[config.mk]
export PLATFORM = sky130hd
export DESIGN_NAME = unified_mem_arbiter_flat
export DESIGN_NICKNAME = d
export VERILOG_FILES = /design/src/rtl/unified_mem_arbiter_if.sv /design/src/rtl/unified_mem_arbiter.sv /design/src/flat_wrapper.sv
export SDC_FILE = /design/constraint.sdc
export NUM_CORES = 1
export LEC_CHECK = 0
export BUFFER_PORTS_ARGS = -buffer_cell sky130_fd_sc_hd__buf_2
export CORE_AREA = 2 2 106 108
export DETAILED_ROUTE_END_ITERATION = 8
export DIE_AREA = 0 0 108 110
export HOLD_SLACK_MARGIN = 0.15
export PLACE_DENSITY = 0.66
export REMOVE_ABC_BUFFERS = 1
export SLEW_MARGIN = 10
export SYNTH_ARGS = -nofsm -noshare
export SYNTH_HDL_FRONTEND = slang
export SYNTH_SLANG_ARGS = --single-unit
export TNS_END_PERCENT = 20
[constraint.sdc]
create_clock -name clk -period 2.9 [get_ports clk]
set_input_delay 0.58 -clock clk [delete_from_list [all_inputs] [get_ports clk]]
set_output_delay 0.58 -clock clk [all_outputs]
set_load 0.005 [all_outputs]
[src/rtl/unified_mem_arbiter_if.sv]
// Port bundle for the unified memory arbiter: fetch requester, data requester
// and the single memory port. The arbiter takes the slave side.
interface unified_mem_arbiter_if;
   logic        if_req;
   logic [31:0] if_addr;
   logic        if_gnt;
   logic        if_stall;
   logic        if_rvalid;
   logic [31:0] if_rdata;

   logic        d_req;
   logic        d_we;
   logic [31:0] d_addr;
   logic [2:0]  d_func3;
   logic [31:0] d_wdata;
   logic        d_gnt;
   logic        d_stall;
   logic        d_rvalid;
   logic [31:0] d_rdata;

   logic        mem_read;
   logic        mem_write;
   logic [31:0] mem_addr;
   logic [2:0]  mem_func3;
   logic [31:0] mem_wdata;
   logic [31:0] mem_rdata;

   modport slave (
      input  if_req, if_addr, d_req, d_we, d_addr, d_func3, d_wdata, mem_rdata,
      output if_gnt, if_stall, if_rvalid, if_rdata,
             d_gnt, d_stall, d_rvalid, d_rdata,
             mem_read, mem_write, mem_addr, mem_func3, mem_wdata
   );

   modport master (
      output if_req, if_addr, d_req, d_we, d_addr, d_func3, d_wdata, mem_rdata,
      input  if_gnt, if_stall, if_rvalid, if_rdata,
             d_gnt, d_stall, d_rvalid, d_rdata,
             mem_read, mem_write, mem_addr, mem_func3, mem_wdata
   );
endinterface

[src/rtl/unified_mem_arbiter.sv]
// Shares one memory port between instruction fetch and load/store: same-cycle
// grant, one-cycle registered responses, fetch starvation guard or round-robin.
module unified_mem_arbiter #(
   parameter int PRIORITY_MODE = 0,
   parameter int STARVE_LIMIT  = 4
) (
   input logic                  clk,
   input logic                  rst,
   unified_mem_arbiter_if.slave bus
);
   localparam int CW = (STARVE_LIMIT < 1) ? 1 : $clog2(STARVE_LIMIT + 1);
   localparam logic [CW-1:0] LIMIT_W = CW'(STARVE_LIMIT);

   typedef enum logic {OWN_IF = 1'b0, OWN_D = 1'b1} owner_e;

   owner_e        last_owner;
   logic [CW-1:0] starve_cnt;
   logic          starved;
   logic          fetch_wins;
   logic          if_gnt_c;
   logic          d_gnt_c;
   logic          if_rvalid_q;
   logic          d_rvalid_q;
   logic [31:0]   if_rdata_q;
   logic [31:0]   d_rdata_q;

   assign starved = (STARVE_LIMIT != 0) && (starve_cnt == LIMIT_W);

   // Contended winner only; uncontended requests always win outright.
   always_comb begin
      fetch_wins = 1'b0;
      if (PRIORITY_MODE == 1) fetch_wins = (last_owner == OWN_D);
      else                    fetch_wins = starved;
   end

   always_comb begin
      if_gnt_c = 1'b0;
      d_gnt_c  = 1'b0;
      if (rst) begin
         if (bus.if_req && bus.d_req) begin
            if_gnt_c = fetch_wins;
            d_gnt_c  = ~fetch_wins;
         end else begin
            if_gnt_c = bus.if_req;
            d_gnt_c  = bus.d_req;
         end
      end
   end

   always_comb begin
      bus.mem_read  = 1'b0;
      bus.mem_write = 1'b0;
      bus.mem_addr  = '0;
      bus.mem_func3 = '0;
      bus.mem_wdata = '0;
      if (if_gnt_c) begin
         bus.mem_read  = 1'b1;
         bus.mem_addr  = bus.if_addr;
         bus.mem_func3 = 3'b010;
      end else if (d_gnt_c) begin
         bus.mem_read  = ~bus.d_we;
         bus.mem_write = bus.d_we;
         bus.mem_addr  = bus.d_addr;
         bus.mem_func3 = bus.d_func3;
         bus.mem_wdata = bus.d_wdata;
      end
   end

   always_ff @(posedge clk) begin
      if (!rst) begin
         starve_cnt  <= '0;
         last_owner  <= OWN_D;
         if_rvalid_q <= 1'b0;
         d_rvalid_q  <= 1'b0;
         if_rdata_q  <= '0;
         d_rdata_q   <= '0;
      end else begin
         if (bus.if_req && !if_gnt_c) begin
            if (starve_cnt != LIMIT_W) starve_cnt <= starve_cnt + CW'(1);
         end else begin
            starve_cnt <= '0;
         end
         if (if_gnt_c)     last_owner <= OWN_IF;
         else if (d_gnt_c) last_owner <= OWN_D;
         if_rvalid_q <= if_gnt_c;
         d_rvalid_q  <= d_gnt_c;
         if (if_gnt_c)              if_rdata_q <= bus.mem_rdata;
         if (d_gnt_c && !bus.d_we)  d_rdata_q  <= bus.mem_rdata;
      end
   end

   // Responses to a grant just before reset must not surface during reset.
   assign bus.if_rvalid = if_rvalid_q & rst;
   assign bus.d_rvalid  = d_rvalid_q & rst;
   assign bus.if_rdata  = if_rdata_q;
   assign bus.d_rdata   = d_rdata_q;
   assign bus.if_gnt    = if_gnt_c;
   assign bus.d_gnt     = d_gnt_c;
   assign bus.if_stall  = bus.if_req & ~if_gnt_c & rst;
   assign bus.d_stall   = bus.d_req & ~d_gnt_c & rst;
endmodule

[src/flat_wrapper.sv]
// flat-port wrapper written by rule: the top's interface ports become plain ports
module unified_mem_arbiter_flat 
#(
   parameter int PRIORITY_MODE = 0,
   parameter int STARVE_LIMIT  = 4
)
  (clk, rst, bus_if_req, bus_if_addr, bus_d_req, bus_d_we, bus_d_addr, bus_d_func3, bus_d_wdata, bus_mem_rdata, bus_if_gnt, bus_if_stall, bus_if_rvalid, bus_if_rdata, bus_d_gnt, bus_d_stall, bus_d_rvalid, bus_d_rdata, bus_mem_read, bus_mem_write, bus_mem_addr, bus_mem_func3, bus_mem_wdata);
  unified_mem_arbiter_if bus_i ();
  input logic clk;
  input logic rst;
  input wire logic [$bits(bus_i.if_req)-1:0] bus_if_req;
  input wire logic [$bits(bus_i.if_addr)-1:0] bus_if_addr;
  input wire logic [$bits(bus_i.d_req)-1:0] bus_d_req;
  input wire logic [$bits(bus_i.d_we)-1:0] bus_d_we;
  input wire logic [$bits(bus_i.d_addr)-1:0] bus_d_addr;
  input wire logic [$bits(bus_i.d_func3)-1:0] bus_d_func3;
  input wire logic [$bits(bus_i.d_wdata)-1:0] bus_d_wdata;
  input wire logic [$bits(bus_i.mem_rdata)-1:0] bus_mem_rdata;
  output wire logic [$bits(bus_i.if_gnt)-1:0] bus_if_gnt;
  output wire logic [$bits(bus_i.if_stall)-1:0] bus_if_stall;
  output wire logic [$bits(bus_i.if_rvalid)-1:0] bus_if_rvalid;
  output wire logic [$bits(bus_i.if_rdata)-1:0] bus_if_rdata;
  output wire logic [$bits(bus_i.d_gnt)-1:0] bus_d_gnt;
  output wire logic [$bits(bus_i.d_stall)-1:0] bus_d_stall;
  output wire logic [$bits(bus_i.d_rvalid)-1:0] bus_d_rvalid;
  output wire logic [$bits(bus_i.d_rdata)-1:0] bus_d_rdata;
  output wire logic [$bits(bus_i.mem_read)-1:0] bus_mem_read;
  output wire logic [$bits(bus_i.mem_write)-1:0] bus_mem_write;
  output wire logic [$bits(bus_i.mem_addr)-1:0] bus_mem_addr;
  output wire logic [$bits(bus_i.mem_func3)-1:0] bus_mem_func3;
  output wire logic [$bits(bus_i.mem_wdata)-1:0] bus_mem_wdata;
  assign bus_i.if_req = bus_if_req;
  assign bus_i.if_addr = bus_if_addr;
  assign bus_i.d_req = bus_d_req;
  assign bus_i.d_we = bus_d_we;
  assign bus_i.d_addr = bus_d_addr;
  assign bus_i.d_func3 = bus_d_func3;
  assign bus_i.d_wdata = bus_d_wdata;
  assign bus_i.mem_rdata = bus_mem_rdata;
  assign bus_if_gnt = bus_i.if_gnt;
  assign bus_if_stall = bus_i.if_stall;
  assign bus_if_rvalid = bus_i.if_rvalid;
  assign bus_if_rdata = bus_i.if_rdata;
  assign bus_d_gnt = bus_i.d_gnt;
  assign bus_d_stall = bus_i.d_stall;
  assign bus_d_rvalid = bus_i.d_rvalid;
  assign bus_d_rdata = bus_i.d_rdata;
  assign bus_mem_read = bus_i.mem_read;
  assign bus_mem_write = bus_i.mem_write;
  assign bus_mem_addr = bus_i.mem_addr;
  assign bus_mem_func3 = bus_i.mem_func3;
  assign bus_mem_wdata = bus_i.mem_wdata;
  unified_mem_arbiter #(.PRIORITY_MODE(PRIORITY_MODE), .STARVE_LIMIT(STARVE_LIMIT)) u_core (.clk(clk), .rst(rst), .bus(bus_i));
endmodule
* Word-level counts from Yosys, hierarchy flattened *
Index checks and enable logic that the tools add are counted.

storage, ports and cells
  bits in registers = 69
  input bits = 136
  output and inout bits = 139
  logic and storage cells = 38

operators by class
  $add $sub $neg = 1
  equal/unequal tests = 2
  multiplexer cells = 14
  bitwise gates (word level) = 10
  reduce and logical (&&, ||, !) cells = 6

operators with widths
  kind                   number
  $mux W32               4
  $mux W1                8
  $and A1 B1 Y1          6
  $mux W3                2
  $not A1 Y1             4
  $add A3 B1 Y3 const B  1
  $eq A3 B3 Y1 const B   1
  $logic_and A1 B1 Y1    3
  $ne A3 B3 Y1 const B   1
  $logic_not A1 Y1       2
  $reduce_and A2 Y1      1

* Longest topological paths before layout *
Gate-level depths: netlist (run 1).

  depth after elaboration = 7
  depth in mapped cells = 8
  depth with buffers taken out = 6

* Worst setup path after synthesis (run 1) *
Ideal clock, no wire load.

  path kind = input-to-output
  start = input port bus_if_req
  end = output port bus_mem_addr[18]
  arrival = 1458 ps
  required time = 2320 ps
  slack = 862 ps
  cell stages on the path = 6
  buffers on the path = 3
  cells stage by stage = nand3_2 and3_1 buf_2 buf_6 buf_6 a22o_1

between the ends
  longest elaborated chain between the ends = 5
  elaborated cells between the ends (all ways) = 7
  classes of those cells = mux: 6; reduce/logical: 1

RTL lines
  item                 line                       text
  from (decl)          flat_wrapper.sv:11         input wire logic [$bits(bus_i.if_req)-1:0] bus_if_req;
  $logic_and A1 B1 Y1  unified_mem_arbiter.sv:40  if (bus.if_req && bus.d_req) begin
  $mux W1              unified_mem_arbiter.sv:40
  $mux W1              unified_mem_arbiter.sv:39  if (rst) begin
  $mux W32             unified_mem_arbiter.sv:60  end else if (d_gnt_c) begin
  $mux W32 (*)         unified_mem_arbiter.sv:56  if (if_gnt_c) begin
  to (decl)            flat_wrapper.sv:29         output wire logic [$bits(bus_i.mem_addr)-1:0] bus_mem_addr;

Mark *: on every way between the ends. The rest lies on a longest branch, timed or not.

* Final worst setup path (run 1) *
  start = register u_core.starve_cnt[0]
  end = output port bus_mem_addr[13]

between the ends
  longest elaborated chain between the ends = 6
  elaborated cells between the ends (all ways) = 8
  classes of those cells = eq/ne: 1; mux: 6; bitwise: 1

RTL lines
  item                    line                       text
  from (decl)             unified_mem_arbiter.sv:17  logic [CW-1:0] starve_cnt;
  from (signal assigned)  unified_mem_arbiter.sv:79  if (starve_cnt != LIMIT_W) starve_cnt <= starve_cnt + CW'(1);
  $eq A3 B3 Y1 (*)        unified_mem_arbiter.sv:27  assign starved = (STARVE_LIMIT != 0) && (starve_cnt == LIMIT_W);
  $not A1 Y1              unified_mem_arbiter.sv:42  d_gnt_c = ~fetch_wins;
  $mux W1                 unified_mem_arbiter.sv:40
  $mux W1                 unified_mem_arbiter.sv:39
  $mux W32                unified_mem_arbiter.sv:60
  $mux W32 (*)            unified_mem_arbiter.sv:56

Marks and branches as above.

==> results of run 1 <==
[sequential cells by signal, summed over array words and instances (netlist names)]
| name | flops |
|---|---|
| u_core.d_rvalid_q | 1 |
| u_core.starve_cnt | 3 |
| u_core.bus.d_rdata | 32 |
| u_core.if_rvalid_q | 1 |
| u_core.bus.if_rdata | 32 |
[cell usage after synthesis (2+ instances only)]
cell type and instances:
nand3_1 33, buf_6 5, nor2_1 3, inv_1 35, o21ai_0 28, buf_2 11
nand2_1 66, ha_1 2, buf_1 5, o21ai_1 4, mux2i_1 32, dfxtp_1 69
and3_1 2, clkbuf_1 12, and2_1 38, a22o_1 32
[routing by layer]
| metal | part of all wire | up-vias | global-route usage |
|---|---|---|---|
| li1 | - | 1788 | - |
| met1 | 0.38 | 1705 | 0.226 |
| met2 | 0.50 | 169 | 0.349 |
| met3 | 0.096 | 22 | 0.0629 |
| met4 | 0.023 | 0 | 0.0687 |
| met5 | 0 | - | 0 |
[metrics by stage]
step | hold slack, ns | area, um2 | setup WS (ns)
finish | 0.451 | 4940 | 0.417
global route | 0.454 | 4940 | 0.289
CTS | 0.451 | 4940 | 0.401
detailed placement | 0.441 | 4680 | 0.556
global placement | 0.429 | 4680 | 0.628
floorplan | 0.417 | 3040 | -0.715
[final cells by class]
cell class	count	share of cell area
inverter	35	0.0266
tap	140	0.0354
clock inverter	5	0.0215
antenna	1	0.000506
timing repair buffer	282	0.295
sequential	69	0.279
clock buffer	11	0.0306
multi-input combinational	249	0.311
[where the power goes]
| group | internal [mW] | switching, mW | total, mW |
|---|---|---|---|
| logic | 0.199 | 0.189 | 0.388 |
| registers | 0.999 | 0.0252 | 1.02 |
| clock network | 0.620 | 0.368 | 0.988 |
[kinds of logic (layout without fill, tap and decap cells)]
group	after synthesis	in the layout	share of synthesized area
AOI/OAI and AO/OA	67	67	0.143
xor gates and xnor gates	1	1	0.00272
adders and majority gates	2	2	0.00777
buffers and inverters	68	333	0.0953
DFF	69	69	0.429
muxes	32	32	0.0995
other	0	1	0
and+or+nand+nor	147	147	0.222
[placed cells by master, fill, tap and decap left out, types with 2 or more instances in the layout]
cell type    n
mux2i_1     32
bufinv_16    3
inv_1       35
ha_1         2
buf_2      274
buf_12       2
and2_1      38
o21ai_1      4
buf_4        6
nor2_1       3
clkbuf_8    11
nand2_1     66
nand3_1     33
o21ai_0     28
dfxtp_1     69
a22o_1      32
[worst min path at each step]
stage,start,to,slack (ns)
floorplan,u_core.starve_cnt[0],u_core.starve_cnt[0],0.42
CTS,u_core.starve_cnt[0],u_core.starve_cnt[0],0.45
detailed placement,u_core.starve_cnt[0],u_core.starve_cnt[0],0.44
global placement,u_core.starve_cnt[0],u_core.starve_cnt[0],0.43
global route,bus_mem_rdata[21],u_core.bus.if_rdata[21],0.45
finish,u_core.starve_cnt[0],u_core.starve_cnt[0],0.45
==> key figures, run 1 <==
Status
  • Outcome: completed

Setup path
  • Crit path largest cell delay: 0.33 ns
  • Slowest cell on crit path: dfxtp_1
  • Worst setup path startpoint: u_core.starve_cnt[0]
  • Setup Crit Path Kind: reg2out
  • Buffers & Inverters on Critical Path: 3
  • Worst R2R Start: u_core.starve_cnt[0]
  • Crit path arrival time: 1.90 ns
  • WP data required: 2.32 ns
  • Worst Setup End Kind: output port
  • R2R cell count: 7
  • CP Launch Type: register
  • Worst path depth: 7
  • R2R Path End: u_core.bus.d_rdata[15]
  • Chain of cells forming the critical path: inv_1, ha_1, nand2_1, a21oi_4, buf_4, a22o_1, buf_2
  • Worst setup path endpoint: bus_mem_addr[13]
  • CP Max Fanout: 24
  • Worst R2R Setup Slack: 1.18 ns
  • Family with the most delay on the worst path: buffers and inverters

Layout
  • Multi-input logic area: 1540 um2
  • Register area: 1380 um2
  • Post-route core utilization: 0.462
  • Share of cells above drive strength 1: 0.465
  • # fillers: 1,103
  • Non-filler instance count after layout: 792
  • # nets final: 784
  • Area growth, synth to finish: 53.6%

Synthesis
  • Post-synth top area cell: dfxtp_1
  • Post-synthesis instance area: 3220 um2
  • Post-synth EDFFs: 0
  • Yosys reg bits: 69
  • YS warnings: 0
  • Ys flop type: dfxtp_1
  • Synth area leaders: dfxtp_1, mux2i_1, a22o_1, nand2_1, and2_1
  • Unique cell type count in the Yosys netlist: 25
  • Top-area cell type share of the netlist area: 0.429
  • Share of synthesized registers carrying an async set or reset: 0
  • Post-synthesis sequential area ratio: 0.429
  • Cells after Synth: 386
  • Mean area per synthesized cell: 8.34 um2

Clock network
  • Post-CTS Hold Buffers: 0
  • Clk sink count: 69
  • CTS buffer count: 9
  • H-Tree Depth: 3
  • Root Driver: clkbuf_8
  • Post-CTS sizing: 0
  • Clock tree buffer depth: 2
  • Clock latency on the worst-skew pair: 0.34 ns
  • Post-CTS Repair Setup Buffers: 0
  • CTS tree: built
  • Worst-path clk slew: 0.07 ns

Power
  • Static leakage: 2.70 nW
  • Pwr dens: 486 nW/um2
  • PnR Total Power: 2.40 mW
  • Worst vdd ir: 0.269 mV

Floorplan
  • Core area: 10,700 um2
  • Placement Rows: 38
  • Die Y: 110 um
  • I/O pins: 275
  • Die X: 108 um
  • Die area: 11,900 um2
  • Initial Util: 0.301

Place
  • GPL Wtd Cong: 0.867
  • Port buffer count: 274
  • Hpwl dp: 9840 um
  • DP Cell Count: 775

Drt
  • Vias per cell: 4.65
  • Starting DRT DRC Count: 175
  • First-pass DRT Iterations: 4
  • Vias: 3,684
  • WL/cell: 16.0 um
  • Antenna viol nets, final: 0
  • Post-route DRC: 0
  • WL final: 12,700 um

Timing
  • Clock skew after layout: 0.00859 ns
  • Minimum clock period: 2.48 ns
  • Tcrit/Tclk final: 0.856
  • Slew Limit Fails: 0
  • Fin Setup TNS: 0 ns
  • Final Setup Violations: 0
  • Fin. Hold Viols: 0
  • Max-slew headroom: 0.587
  • RSZ-0062 raised after global routing: false
  • FMAX: 0.403 GHz
  • Worst-margin pin slew: 0.620 ns

Global route
  • Gr usage total: 0.198
  • Antenna violations before repair: 1
  • Global route overflow: 0
  • Largest net degree at the start of global routing: 70
  • Vias in the first global route: 3,474
  • Global-route wire length before repair: 18,300 um

Worst hold path
  • Hold Path Depth: 1
  • Hold WC Path Type: reg2reg

Run
  • Max-cap viol count: 0
No activity file was read; power rests on OpenSTA's default activity.
==> inputs of run 2 (changes only) <==
CORE_AREA = 2 2 107 109   (was 2 2 106 108)
DIE_AREA = 0 0 109 111   (was 0 0 108 110)
PLACE_DENSITY = default   (was 0.66)
==> run 2 against run 1 <==
  * Design area is essentially flat
  * Worst setup slack improved by 0.0028 ns
  * Clock power is 2% lower
  * Maximum frequency is 0.11% higher
  * Routed wire length down 1.0%
  * Combinational power about the same
  * Total power shrank 0.79%
  * Sequential share of layout area about the same
  * Hold slack lost 0.0082 ns
  * Non-clock buffer count rose by 1
  * Global-route usage hardly changed
  * Flip-flop and latch count unchanged
  * Critical endpoint is now bus_mem_wdata[24]
  * Largest power group unchanged
==> key figures, run 2 (synthesis results as in run 1) <==
Status
  • Outcome: completed

Setup path
  • Worst path depth: 7
  • Family with the most delay on the worst path: buffers and inverters
  • R2R Path End: u_core.bus.if_rdata[27]
  • Crit path arrival time: 1.90 ns
  • Worst Setup End Kind: output port
  • Buffers & Inverters on Critical Path: 3
  • Worst R2R Start: u_core.starve_cnt[0]
  • Worst R2R Setup Slack: 1.35 ns
  • Setup Crit Path Kind: reg2out
  • CP Launch Type: register
  • WP data required: 2.32 ns
  • Crit path largest cell delay: 0.34 ns
  • CP Max Fanout: 42
  • Slowest cell on crit path: dfxtp_1
  • Chain of cells forming the critical path: inv_1, ha_1, nand3_2, and3_2, buf_4, and2_1, buf_2
  • R2R cell count: 6

Drt
  • Vias: 3,655
  • Starting DRT DRC Count: 180
  • Post-route DRC: 0
  • First-pass DRT Iterations: 4
  • WL/cell: 15.8 um
  • Met3 WL post-DR: 1280 um
  • Vias per cell: 4.60
  • Met2 WL post-DR: 6360 um
  • WL final: 12,500 um
  • Top sig layer: met5
  • Antenna viol nets, final: 0
  • M1 WL: 4690 um

Global route
  • Vias in the first global route: 3,462
  • Global-route wire length before repair: 18,300 um
  • Largest net degree at the start of global routing: 59
  • Antenna violations before repair: 2
  • Gr usage total: 0.198
  • Global route overflow: 0

Clock network
  • Post-CTS sizing: 0
  • CTS tree: built
  • Post-CTS Hold Buffers: 0
  • Clock tree buffer depth: 2
  • Clk sink count: 69
  • Post-CTS Repair Setup Buffers: 0
  • Root Driver: clkbuf_16
  • CTS buffer count: 9
  • Worst-path clk slew: 0.05 ns
  • Clock latency on the worst-skew pair: 0.33 ns
  • H-Tree Depth: 3

Layout
  • # fillers: 1,132
  • Share of cells above drive strength 1: 0.461
  • Post-route core utilization: 0.446
  • Most frequent cells in the layout: buf_2, dfxtp_1, nand2_1
  • Area growth, synth to finish: 53.7%
  • Register area: 1380 um2
  • # nets final: 785
  • Multi-input logic area: 1540 um2
  • Most common cell after layout, fill and taps aside: buf_2
  • Non-filler instance count after layout: 795

Worst hold path
  • Worst Min Path Start: u_core.bus.d_rdata[4]
  • Hold Path Depth: 2
  • Hold WC Path Type: reg2reg
  • WHS Endpoint: u_core.bus.d_rdata[4]

Floorplan
  • Placement Rows: 39
  • I/O pins: 275
  • Die area: 12,100 um2
  • Die X: 109 um
  • Die Y: 111 um
  • Initial Util: 0.291
  • Core area: 11,100 um2

Timing
  • Setup slack after layout: 0.419 ns
  • RSZ-0062 raised after global routing: false
  • Worst-margin pin slew: 0.611 ns
  • Clock skew after layout: 0.00297 ns
  • Minimum clock period: 2.48 ns
  • Slew Limit Fails: 0
  • Final Setup Violations: 0
  • Fin. Hold Viols: 0
  • FMAX: 0.403 GHz
  • Tcrit/Tclk final: 0.855
  • Fin Setup TNS: 0 ns
  • Max-slew headroom: 0.593

Place
  • Hpwl dp: 9780 um
  • Port buffer count: 274
  • DP Cell Count: 779
  • Worst slack, placed: 0.552 ns
  • GPL Wtd Cong: 0.853

Run
  • Max-cap viol count: 0

Power
  • PnR Total Power: 2.38 mW
  • Static leakage: 2.71 nW
  • Pwr dens: 482 nW/um2
  • Worst vdd ir: 0.321 mV
==> run 2: cell types whose count changed in the layout (fill, tap and decap cells not counted) <==
cell,before,now
clkinvlp_4,1,0
buf_12,2,1
clkbuf_1,0,3
clkinv_2,0,2
bufinv_16,3,0
clkbuf_16,0,9
buf_4,6,8
clkbuf_8,11,1
clkinv_4,1,0
==> run 2: metal layers <==
layer  GRT usage  up-vias
met4      0.0598        2
li1            -     1791
met3      0.0723       17
met5           0        -
met1       0.212     1680
met2       0.355      165
==> run 2: through the flow <==
stage                     hold WS [ns]  area (um2)
after CTS                        0.446        4940
after detailed placement         0.437        4680
final                            0.442        4940
after global routing             0.465        4940
after floorplan                  0.417        3040
after global placement           0.428        4680
==> run 2: worst min-delay path, stage by stage (launching register included) <==
cell and delay, ns:
dfxtp_1 0.30, nand2_1 0.05, o21ai_1 0.05
==> run 2: how the worst max path moves through the flow <==
| stage | slack (ns) | endpoint | startpoint |
|---|---|---|---|
| 2_1_floorplan | -0.72 | bus_mem_addr[0] | bus_d_req |
| 3_3_place_gp | 0.61 | bus_mem_addr[7] | rst |
| 3_5_place_dp | 0.55 | bus_mem_addr[8] | rst |
| 4_1_cts | 0.37 | bus_mem_wdata[24] | u_core.starve_cnt[0] |
| 5_1_grt | 0.26 | bus_mem_wdata[11] | u_core.starve_cnt[0] |
| 6_report | 0.42 | bus_mem_wdata[24] | u_core.starve_cnt[0] |
==> run 2: layout make-up <==
class	instances	share of cell area
Clock buffer	13	0.0506
Multi-Input combinational cell	249	0.311
Tap cell	143	0.0362
Antenna cell	1	0.000506
Inverter	35	0.0266
Timing Repair Buffer	283	0.294
Sequential cell	69	0.279
Clock inverter	2	0.00202
==> run 2: report_power, final <==
part / internal, mW / switching, mW
Clock: 0.594 / 0.376
Combinational: 0.198 / 0.187
Sequential: 1.00 / 0.0244
Total: 1.79 / 0.588
